**src/rtl/wishbone_master_adapter.sv**
```systemverilog
// rtl/wishbone_master_adapter.sv - core request to Wishbone classic single-cycle initiator with bus timeout
//
// Ports:
//   clk_i, rst_i                 clock, synchronous active-high reset
//   req_valid_i / req_ready_o    core request handshake (ready only in IDLE)
//   req_addr_i, req_wdata_i,
//   req_we_i, req_sel_i          request payload, latched on acceptance
//   resp_valid_o                 one-cycle response pulse
//   resp_rdata_o, resp_err_o     response payload, valid with resp_valid_o
//   wb_addr_o, wb_data_o,
//   wb_we_o, wb_sel_o,
//   wb_stb_o, wb_cyc_o           Wishbone initiator outputs, all registered
//   wb_data_i, wb_ack_i,
//   wb_err_i                     Wishbone slave response inputs
module wishbone_master_adapter #(
    parameter int AW             = 32,
    parameter int DW             = 32,
    parameter int TIMEOUT_CYCLES = 255
) (
    input  logic          clk_i,
    input  logic          rst_i,
    input  logic          req_valid_i,
    output logic          req_ready_o,
    input  logic [AW-1:0] req_addr_i,
    input  logic [DW-1:0] req_wdata_i,
    input  logic          req_we_i,
    input  logic [3:0]    req_sel_i,
    output logic          resp_valid_o,
    output logic [DW-1:0] resp_rdata_o,
    output logic          resp_err_o,
    output logic [AW-1:0] wb_addr_o,
    output logic [DW-1:0] wb_data_o,
    input  logic [DW-1:0] wb_data_i,
    output logic          wb_we_o,
    output logic [3:0]    wb_sel_o,
    output logic          wb_stb_o,
    output logic          wb_cyc_o,
    input  logic          wb_ack_i,
    input  logic          wb_err_i
);

    localparam int CW = (TIMEOUT_CYCLES < 1) ? 1 : $clog2(TIMEOUT_CYCLES + 1);
    localparam logic [CW-1:0] CNT_LAST = CW'((TIMEOUT_CYCLES < 1) ? 0 : TIMEOUT_CYCLES - 1);
    localparam logic [CW-1:0] CNT_MAX  = {CW{1'b1}};
    localparam bit TIMEOUT_EN = (TIMEOUT_CYCLES != 0);

    typedef enum logic [1:0] {
        S_IDLE = 2'd0,
        S_BUS  = 2'd1,
        S_DONE = 2'd2
    } state_t;

    state_t        state_q, state_d;
    logic [CW-1:0] cnt_q, cnt_d;
    logic [AW-1:0] addr_q, addr_d;
    logic [DW-1:0] wdata_q, wdata_d;
    logic          we_q, we_d;
    logic [3:0]    sel_q, sel_d;
    logic          cyc_q, cyc_d;
    logic          stb_q, stb_d;
    logic          resp_valid_q, resp_valid_d;
    logic          resp_err_q, resp_err_d;
    logic [DW-1:0] rdata_q, rdata_d;
    logic          timeout_hit;

    // Timeout fires on the cycle the counter reaches its last value, so with
    // TIMEOUT_CYCLES=N the strobe is held for exactly N cycles.
    assign timeout_hit = TIMEOUT_EN && (cnt_q == CNT_LAST);

    always_ff @(posedge clk_i) begin
        if (rst_i) begin
            state_q      <= S_IDLE;
            cnt_q        <= '0;
            addr_q       <= '0;
            wdata_q      <= '0;
            we_q         <= 1'b0;
            sel_q        <= '0;
            cyc_q        <= 1'b0;
            stb_q        <= 1'b0;
            resp_valid_q <= 1'b0;
            resp_err_q   <= 1'b0;
            rdata_q      <= '0;
        end else begin
            state_q      <= state_d;
            cnt_q        <= cnt_d;
            addr_q       <= addr_d;
            wdata_q      <= wdata_d;
            we_q         <= we_d;
            sel_q        <= sel_d;
            cyc_q        <= cyc_d;
            stb_q        <= stb_d;
            resp_valid_q <= resp_valid_d;
            resp_err_q   <= resp_err_d;
            rdata_q      <= rdata_d;
        end
    end

    always_comb begin
        state_d      = state_q;
        cnt_d        = cnt_q;
        addr_d       = addr_q;
        wdata_d      = wdata_q;
        we_d         = we_q;
        sel_d        = sel_q;
        cyc_d        = cyc_q;
        stb_d        = stb_q;
        resp_valid_d = 1'b0;
        resp_err_d   = resp_err_q;
        rdata_d      = rdata_q;

        case (state_q)
            S_IDLE: begin
                if (req_valid_i) begin
                    addr_d  = req_addr_i;
                    wdata_d = req_wdata_i;
                    we_d    = req_we_i;
                    sel_d   = req_sel_i;
                    cyc_d   = 1'b1;
                    stb_d   = 1'b1;
                    cnt_d   = '0;
                    state_d = S_BUS;
                end
            end
            S_BUS: begin
                if (cnt_q != CNT_MAX) begin
                    cnt_d = cnt_q + 1'b1;
                end
                if (wb_err_i || wb_ack_i || timeout_hit) begin
                    cyc_d        = 1'b0;
                    stb_d        = 1'b0;
                    resp_valid_d = 1'b1;
                    state_d      = S_DONE;
                    // ERR beats ACK; a real ACK beats a coincident timeout.
                    if (wb_err_i) begin
                        resp_err_d = 1'b1;
                        if (!we_q) rdata_d = '0;
                    end else if (wb_ack_i) begin
                        resp_err_d = 1'b0;
                        if (!we_q) rdata_d = wb_data_i;
                    end else begin
                        resp_err_d = 1'b1;
                        if (!we_q) rdata_d = '0;
                    end
                end
            end
            S_DONE: begin
                state_d = S_IDLE;
            end
            default: begin
                state_d = S_IDLE;
            end
        endcase
    end

    assign req_ready_o  = (state_q == S_IDLE);
    assign resp_valid_o = resp_valid_q;
    assign resp_rdata_o = rdata_q;
    assign resp_err_o   = resp_err_q;
    assign wb_addr_o    = addr_q;
    assign wb_data_o    = wdata_q;
    assign wb_we_o      = we_q;
    assign wb_sel_o     = sel_q;
    assign wb_stb_o     = stb_q;
    assign wb_cyc_o     = cyc_q;

endmodule

```
**config.mk**
```make
export PLATFORM = sky130hd
export DESIGN_NAME = wishbone_master_adapter
export DESIGN_NICKNAME = d
export VERILOG_FILES = /design/src/rtl/wishbone_master_adapter.sv
export SDC_FILE = /design/constraint.sdc
export NUM_CORES = 1
export LEC_CHECK = 0
export ABC_AREA = 1
export BUFFER_PORTS_ARGS = -buffer_cell sky130_fd_sc_hd__buf_4
export CAP_MARGIN = 10
export CORE_UTILIZATION = 26
export DETAILED_ROUTE_END_ITERATION = 6
export PLACE_DENSITY = 0.49
export SLEW_MARGIN = 20
export SYNTH_ARGS = -nofsm -noshare
export SYNTH_HDL_FRONTEND = slang
export SYNTH_SLANG_ARGS = --single-unit
```
**constraint.sdc**
```tcl
create_clock -name clk_i -period 1.3 [get_ports clk_i]
set_input_delay 0.065 -clock clk_i [delete_from_list [all_inputs] [get_ports clk_i]]
set_output_delay 0.065 -clock clk_i [all_outputs]
set_load 0.1 [all_outputs]
```
==> flow_metrics.py, run 1 <==
metrics = {
    "run_status": {
        "outcome": "complete, but fails checks",
        "violations": "negative setup slack",
    },
    "global_routing": {
        "grt_overflow": 0,
        "grt_max_degree": 59,
        "track_usage": 0.171,
        "grt_pass1_wl_um": 24900,
        "grt_pass1_vias": 5040,
        "antenna_found_initial": 0,
    },
    "timing": {
        "period_needed_ns": 1.36,
        "slew_headroom": 0.798,
        "fin_worst_skew_ns": 0.00618,
        "final-hold-violation-count": 0,
        "finalWorstSetupSlack_ns": -0.0583,
        "max_freq_ghz": 0.736,
        "rsz0062_at_grt": "true",
        "period_share": 1.04,
        "hold_slack_ns": 0.00900,
        "worst_pin_slew_ns": 0.303,
        "drv_slew": 0,
        "setup_violations": 32,
    },
    "setup_path": {
        "rr_startpoint": "cnt_q[0]",
        "r2r_cells": 9,
        "required_ns": 1.60,
        "reg2reg_slack_ns": -0.06,
        "cp-end-kind": "register",
        "start_kind": "register",
        "critPathLaunch": "cnt_q[0]",
        "critPathArrivalTime_ns": 1.66,
        "critPathKind": "register to register",
        "r2r_end": "resp_rdata_o[7]",
        "endpoint": "resp_rdata_o[7]",
        "critPathMaxFanout": 8,
    },
    "synthesis": {
        "async_reset_ff_frac": 0,
        "synth.ff_latch_count": 114,
        "synthFlopType": "dfxtp_1",
        "synthCells": 673,
        "avgSynthCellArea_um2": 6.93,
        "yosys-top-cells-count": "nor2_1 (186), nand2_1 (122), dfxtp_1 (114), inv_1 (74), o21ai_0 (70)",
        "synth_edf_count": 0,
        "yosysMostFrequentCell": "nor2_1",
        "yosys_warnings": 0,
        "yosysTopAreaCell": "dfxtp_1",
        "ys_seq_area_frac": 0.489,
        "synthDistinctLibCells": 22,
        "synthesis.nets": 781,
        "synth_area_leaders": "dfxtp_1 (49%), nor2_1 (15%), nand2_1 (9.8%), o21ai_0 (7.5%), inv_1 (6.0%)",
        "yosysTopAreaCellShare": 0.489,
        "synth_area_um2": 4670,
    },
    "floorplan": {
        "die_y_um": 136,
        "rows": 48,
        "die-area_um2": 18500,
        "coreArea_um2": 17400,
        "fp.dieW_um": 136,
        "start_util": 0.268,
        "boundaryPins": 212,
    },
    "routing": {
        "wire_per_inst_um": 12.9,
        "drtIter0Drc": 127,
        "final_antenna_net_count": 0,
        "vias": 5223,
        "drcViolationCount": 0,
        "wl_um": 15800,
        "drtPass1Iterations": 4,
        "routed_via_density": 4.27,
    },
    "placed_design": {
        "gp_congestion": 0.754,
        "io_buffers": 211,
        "dpl.cell_count": 1096,
        "dpl_cell_area_um2": 6740,
        "place_hpwl_um": 9910,
    },
    "clock_tree": {
        "clock_latency_ns": 0.41,
        "clk_path_buf_depth": 2,
        "cts_sinks": 114,
        "cts_root_buffer": "clkbuf_16",
        "cts_buffers": 17,
        "cts.clk_slew.worst_paths_ns": 0.05,
        "htreeDepth": 4,
        "cts_tree": "built",
    },
    "finish": {
        "area_delta_synth_final_pct": 82.8,
        "multi_input_area_um2": 2070,
        "n_fill_cell": 1771,
        "diodes": 0,
        "final_cell_area_um2": 8530,
        "drive_above_1_share": 0.343,
        "layout.nets": 1092,
        "seqCellArea_um2": 2300,
        "finalNonFillerCells": 1222,
    },
    "power": {
        "ir_drop_mv": 0.842,
        "power_leakage_nw": 4.00,
        "powerDensity_nw_per_um2": 1490,
    },
    "run": {
        "drv_cap": 0,
    },
    "min_path": {
        "hp-class": "primary input to register",
    },
}
power breakdown:
part           switching, W  total [W]  internal, W
sequential         0.000148    0.00392      0.00377
clock               0.00172    0.00477      0.00306
combinational       0.00285    0.00400      0.00115
total               0.00471     0.0127      0.00798
layout by cell type, fill, tap and decap left out, types with 3 or more instances in the layout:
cell type / Yosys / layout
inv_2: 1 / 6
nor2_4: 0 / 4
nand3_2: 0 / 3
clkbuf_16: 0 / 19
buf_12: 0 / 12
buf_16: 0 / 3
o21ai_1: 0 / 68
nor2_2: 2 / 4
inv_1: 74 / 68
dfxtp_2: 0 / 7
nand4_1: 33 / 33
nand3_1: 7 / 4
nand2_4: 0 / 5
nand2_2: 2 / 16
dlygate4sd3_1: 0 / 83
buf_4: 1 / 233
nor2_1: 186 / 180
bufinv_16: 0 / 3
a21oi_2: 0 / 5
clkinvlp_4: 0 / 5
nand2_1: 122 / 102
buf_6: 3 / 3
a21oi_1: 11 / 6
clkinv_2: 0 / 3
dfxtp_1: 114 / 105
worst min path at each step:
stage | start | endpoint | cells past startpoint
detailed placement | req_wdata_i[0] | wb_data_o[0] | 3
floorplan | req_addr_i[0] | wb_addr_o[0] | 2
CTS | wb_data_i[4] | resp_rdata_o[4] | 5
global route | wb_data_i[6] | resp_rdata_o[6] | 5
global placement | req_wdata_i[0] | wb_data_o[0] | 3
finish | wb_data_i[9] | resp_rdata_o[9] | 5
sequential cells by signal, indices dropped and copies added, names as in the netlist:
register      cells
wb_we_o           1
state_q           2
wb_addr_o        32
resp_rdata_o     32
resp_err_o        1
wb_data_o        32
cnt_q             8
wb_sel_o          4
resp_valid_o      1
wb_stb_o          1
final cells by class:
class / count / area share
Clock inverter: 13 / 0.0188
Sequential cell: 114 / 0.269
Inverter: 76 / 0.0337
Tap cell: 225 / 0.0330
Clock buffer: 19 / 0.0519
Timing Repair Buffer: 336 / 0.350
Multi-Input combinational cell: 439 / 0.243
routing by layer:
layer | track usage | wire (µm) | vias to the layer above | part of all wire
met2 | 0.273 | 7200 | 188 | 0.46
met4 | 0.0611 | 278 | 0 | 0.018
met3 | 0.0694 | 1440 | 20 | 0.091
li1 | - | - | 2717 | -
met1 | 0.207 | 6890 | 2298 | 0.44
met5 | 0 | 0 | - | 0
cell families after synthesis:
kind of cell | synth area share
AND/OR/NAND/NOR | 0.311
buffers and inverters | 0.106
flip-flops | 0.489
AO/OA/AOI/OAI | 0.0885
adder cells (fa/ha/maj) | 0.00536
metrics by stage:
step | utilization | setup TNS [ns] | power, W | setup WS [ns]
after global routing | 0.490 | -5.04 | 0.0132 | -0.166
after floorplan | - | -17.91 | 0.00674 | -0.245
after global placement | 0.387 | -2.41 | 0.00767 | -0.0819
final | 0.490 | -1.42 | 0.0127 | -0.0583
after CTS | 0.480 | -1.26 | 0.0128 | -0.0582
after detailed placement | 0.387 | -2.91 | 0.00767 | -0.0951
critical path, stage by stage (launching register included):
cell       delay [ns]
dfxtp_2          0.34
inv_2            0.08
ha_4             0.13
nand3_2          0.09
nand2_4          0.11
buf_6            0.15
clkbuf_16        0.17
nand4_1          0.07
nand2_1          0.07
nor2_1           0.04
repair_timing:
| action | in CTS | in global routing |
|---|---|---|
| gates cloned | 3 | 2 |
| pin swaps | 15 | 7 |
| setup buffers | 5 | 1 |
| gates resized for setup | 30 | 29 |
| hold endpoints to repair | 89 | 0 |
| endpoints found under the setup margin | 41 | 40 |
| hold buffers | 83 | 0 |
Power figures use the tool's default switching activity.
==> inputs of run 2 (changes only) <==
- CELL_PAD_IN_SITES_DETAIL_PLACEMENT: unset -> 0
- CELL_PAD_IN_SITES_GLOBAL_PLACEMENT: unset -> 1
- PLACE_DENSITY: 0.49 -> 0.68
- clock period: 1.3 -> 1.2 ns (I/O delays scaled with it)
==> flow_metrics.py, run 2 (synthesized netlist as in run 1, its figures left out) <==
metrics = {
    "finish": {
        "finalNonFillerCells": 1264,
        "seqCellArea_um2": 2340,
        "drive_above_1_share": 0.466,
        "final_cell_area_um2": 9580,
        "layout.nets": 1133,
        "multi_input_area_um2": 2420,
        "final_common_cell": "buf_4",
        "n_fill_cell": 1588,
        "area_delta_synth_final_pct": 105,
        "final_cell_mix": "buf_4 (234), nor2_1 (157), nand2_1 (110)",
    },
    "clock_tree": {
        "clock_latency_ns": 0.42,
        "clk_path_buf_depth": 2,
        "cts.clk_slew.worst_paths_ns": 0.05,
        "cts_root_buffer": "clkbuf_16",
        "cts_tree": "built",
        "cts_sinks": 114,
        "cts_buffers": 17,
        "htreeDepth": 4,
    },
    "timing": {
        "rsz0062_at_grt": "true",
        "setup_tns_ns": -3.96,
        "finalWorstSetupSlack_ns": -0.115,
        "setup_violations": 87,
        "worst_pin_slew_ns": 0.302,
        "period_share": 1.10,
        "final-hold-violation-count": 0,
        "fin_worst_skew_ns": 0.00507,
        "slew_headroom": 0.800,
        "period_needed_ns": 1.31,
        "max_freq_ghz": 0.761,
        "drv_slew": 0,
    },
    "setup_path": {
        "start_kind": "register",
        "critPathArrivalTime_ns": 1.66,
        "critPathMaxFanout": 3,
        "rr_startpoint": "cnt_q[5]",
        "required_ns": 1.54,
        "r2r_cells": 8,
        "reg2reg_slack_ns": -0.11,
        "critPathLaunch": "cnt_q[5]",
        "cp-end-kind": "register",
        "critPathKind": "register to register",
    },
    "routing": {
        "wire_per_inst_um": 14.1,
        "drtIter0Drc": 106,
        "vias": 5446,
        "drtPass1Iterations": 4,
        "wl_um": 17800,
        "routed_via_density": 4.31,
        "drcViolationCount": 0,
        "final_antenna_net_count": 0,
    },
    "run_status": {
        "violations": "negative setup slack",
        "outcome": "complete, but fails checks",
    },
    "placed_design": {
        "dpl.cell_count": 1108,
        "io_buffers": 211,
        "dpl_cell_area_um2": 6930,
        "gp_congestion": 0.727,
        "place_hpwl_um": 10200,
    },
    "power": {
        "comb_power_share": 0.347,
        "p_sw_frac": 0.374,
        "power_leakage_nw": 4.42,
        "ir_drop_mv": 1.04,
        "power_switching_w": 0.00530,
        "p_int_w": 0.00887,
        "p_seq_frac": 0.303,
        "powerDensity_nw_per_um2": 1480,
        "clkPwrFrac": 0.350,
    },
    "global_routing": {
        "grt_overflow": 0,
        "grt_max_degree": 63,
        "grt_pass1_vias": 5037,
        "grt_pass1_wl_um": 24700,
        "antenna_found_initial": 1,
        "track_usage": 0.171,
    },
    "floorplan": {
        "die_y_um": 136,
        "boundaryPins": 212,
        "coreArea_um2": 17400,
        "fp.dieW_um": 136,
        "rows": 48,
        "die-area_um2": 18500,
        "start_util": 0.268,
    },
    "run": {
        "drv_cap": 0,
    },
    "min_path": {
        "holdPathStages": 5,
        "hp-start": "wb_data_i[9]",
        "hp-class": "primary input to register",
    },
}
run 2: area by class of cell:
| class | instances | share of cell area |
|---|---|---|
| tap | 225 | 0.0294 |
| sequential | 114 | 0.244 |
| clock buffer | 22 | 0.0484 |
| multi-input combinational | 439 | 0.253 |
| antenna | 1 | 0.000261 |
| inverter | 76 | 0.0315 |
| timing repair buffer | 377 | 0.382 |
| clock inverter | 10 | 0.0114 |
run 2: worst paths after layout:
path | endpoint
worst max-delay path | cnt_q[1]
worst min register to register | cnt_q[0]
worst min-delay path | resp_rdata_o[9]
worst max register to register | cnt_q[1]
run 2: critical path, cell delays in order, from the launching register on:
cell	delay (ns)
dfxtp_2	0.34
nand2_2	0.07
nor2_4	0.15
buf_4	0.14
nand2_2	0.08
a21oi_2	0.17
buf_4	0.13
nand2_1	0.05
a21oi_2	0.11
run 2: repair_timing:
action / 4_1_cts / 5_1_grt
pin swaps: 10 / 36
setup buffers: 5 / 4
cloned: 0 / 19
hold buffers: 96 / 0
resized for setup: 34 / 140
endpoints found under the hold margin: 100 / 0
setup endpoints to repair: 50 / 113
run 2: power by group through the flow:
stage	Clock [W]	Combinational, W	Sequential [W]
2_1_floorplan	0	0.000919	0.00641
3_5_place_dp	0	0.00406	0.00435
4_1_cts	0.00505	0.00437	0.00427
3_3_place_gp	0	0.00407	0.00433
6_report	0.00495	0.00492	0.00429
5_1_grt	0.00523	0.00516	0.00433
run 2: routing by layer:
layer / vias up / wire length, µm / global-route usage / share of wire
met3: 22 / 1510 / 0.0708 / 0.085
met2: 196 / 8270 / 0.268 / 0.47
met5: - / 0 / 0 / 0
met1: 2427 / 7730 / 0.210 / 0.43
li1: 2801 / - / - / -
met4: 0 / 274 / 0.0593 / 0.015
run 2: through the flow:
| step | total power (W) | hold WS, ns | setup slack [ns] | util |
|---|---|---|---|---|
| after detailed placement | 0.00840 | 0.300 | -0.166 | 0.398 |
| after floorplan | 0.00733 | 0.206 | -0.345 | - |
| after CTS | 0.0137 | 0.000226 | -0.131 | 0.495 |
| after global routing | 0.0147 | 0.0359 | -0.227 | 0.550 |
| after global placement | 0.00840 | 0.294 | -0.149 | 0.398 |
| final | 0.0142 | 0.00942 | -0.115 | 0.550 |
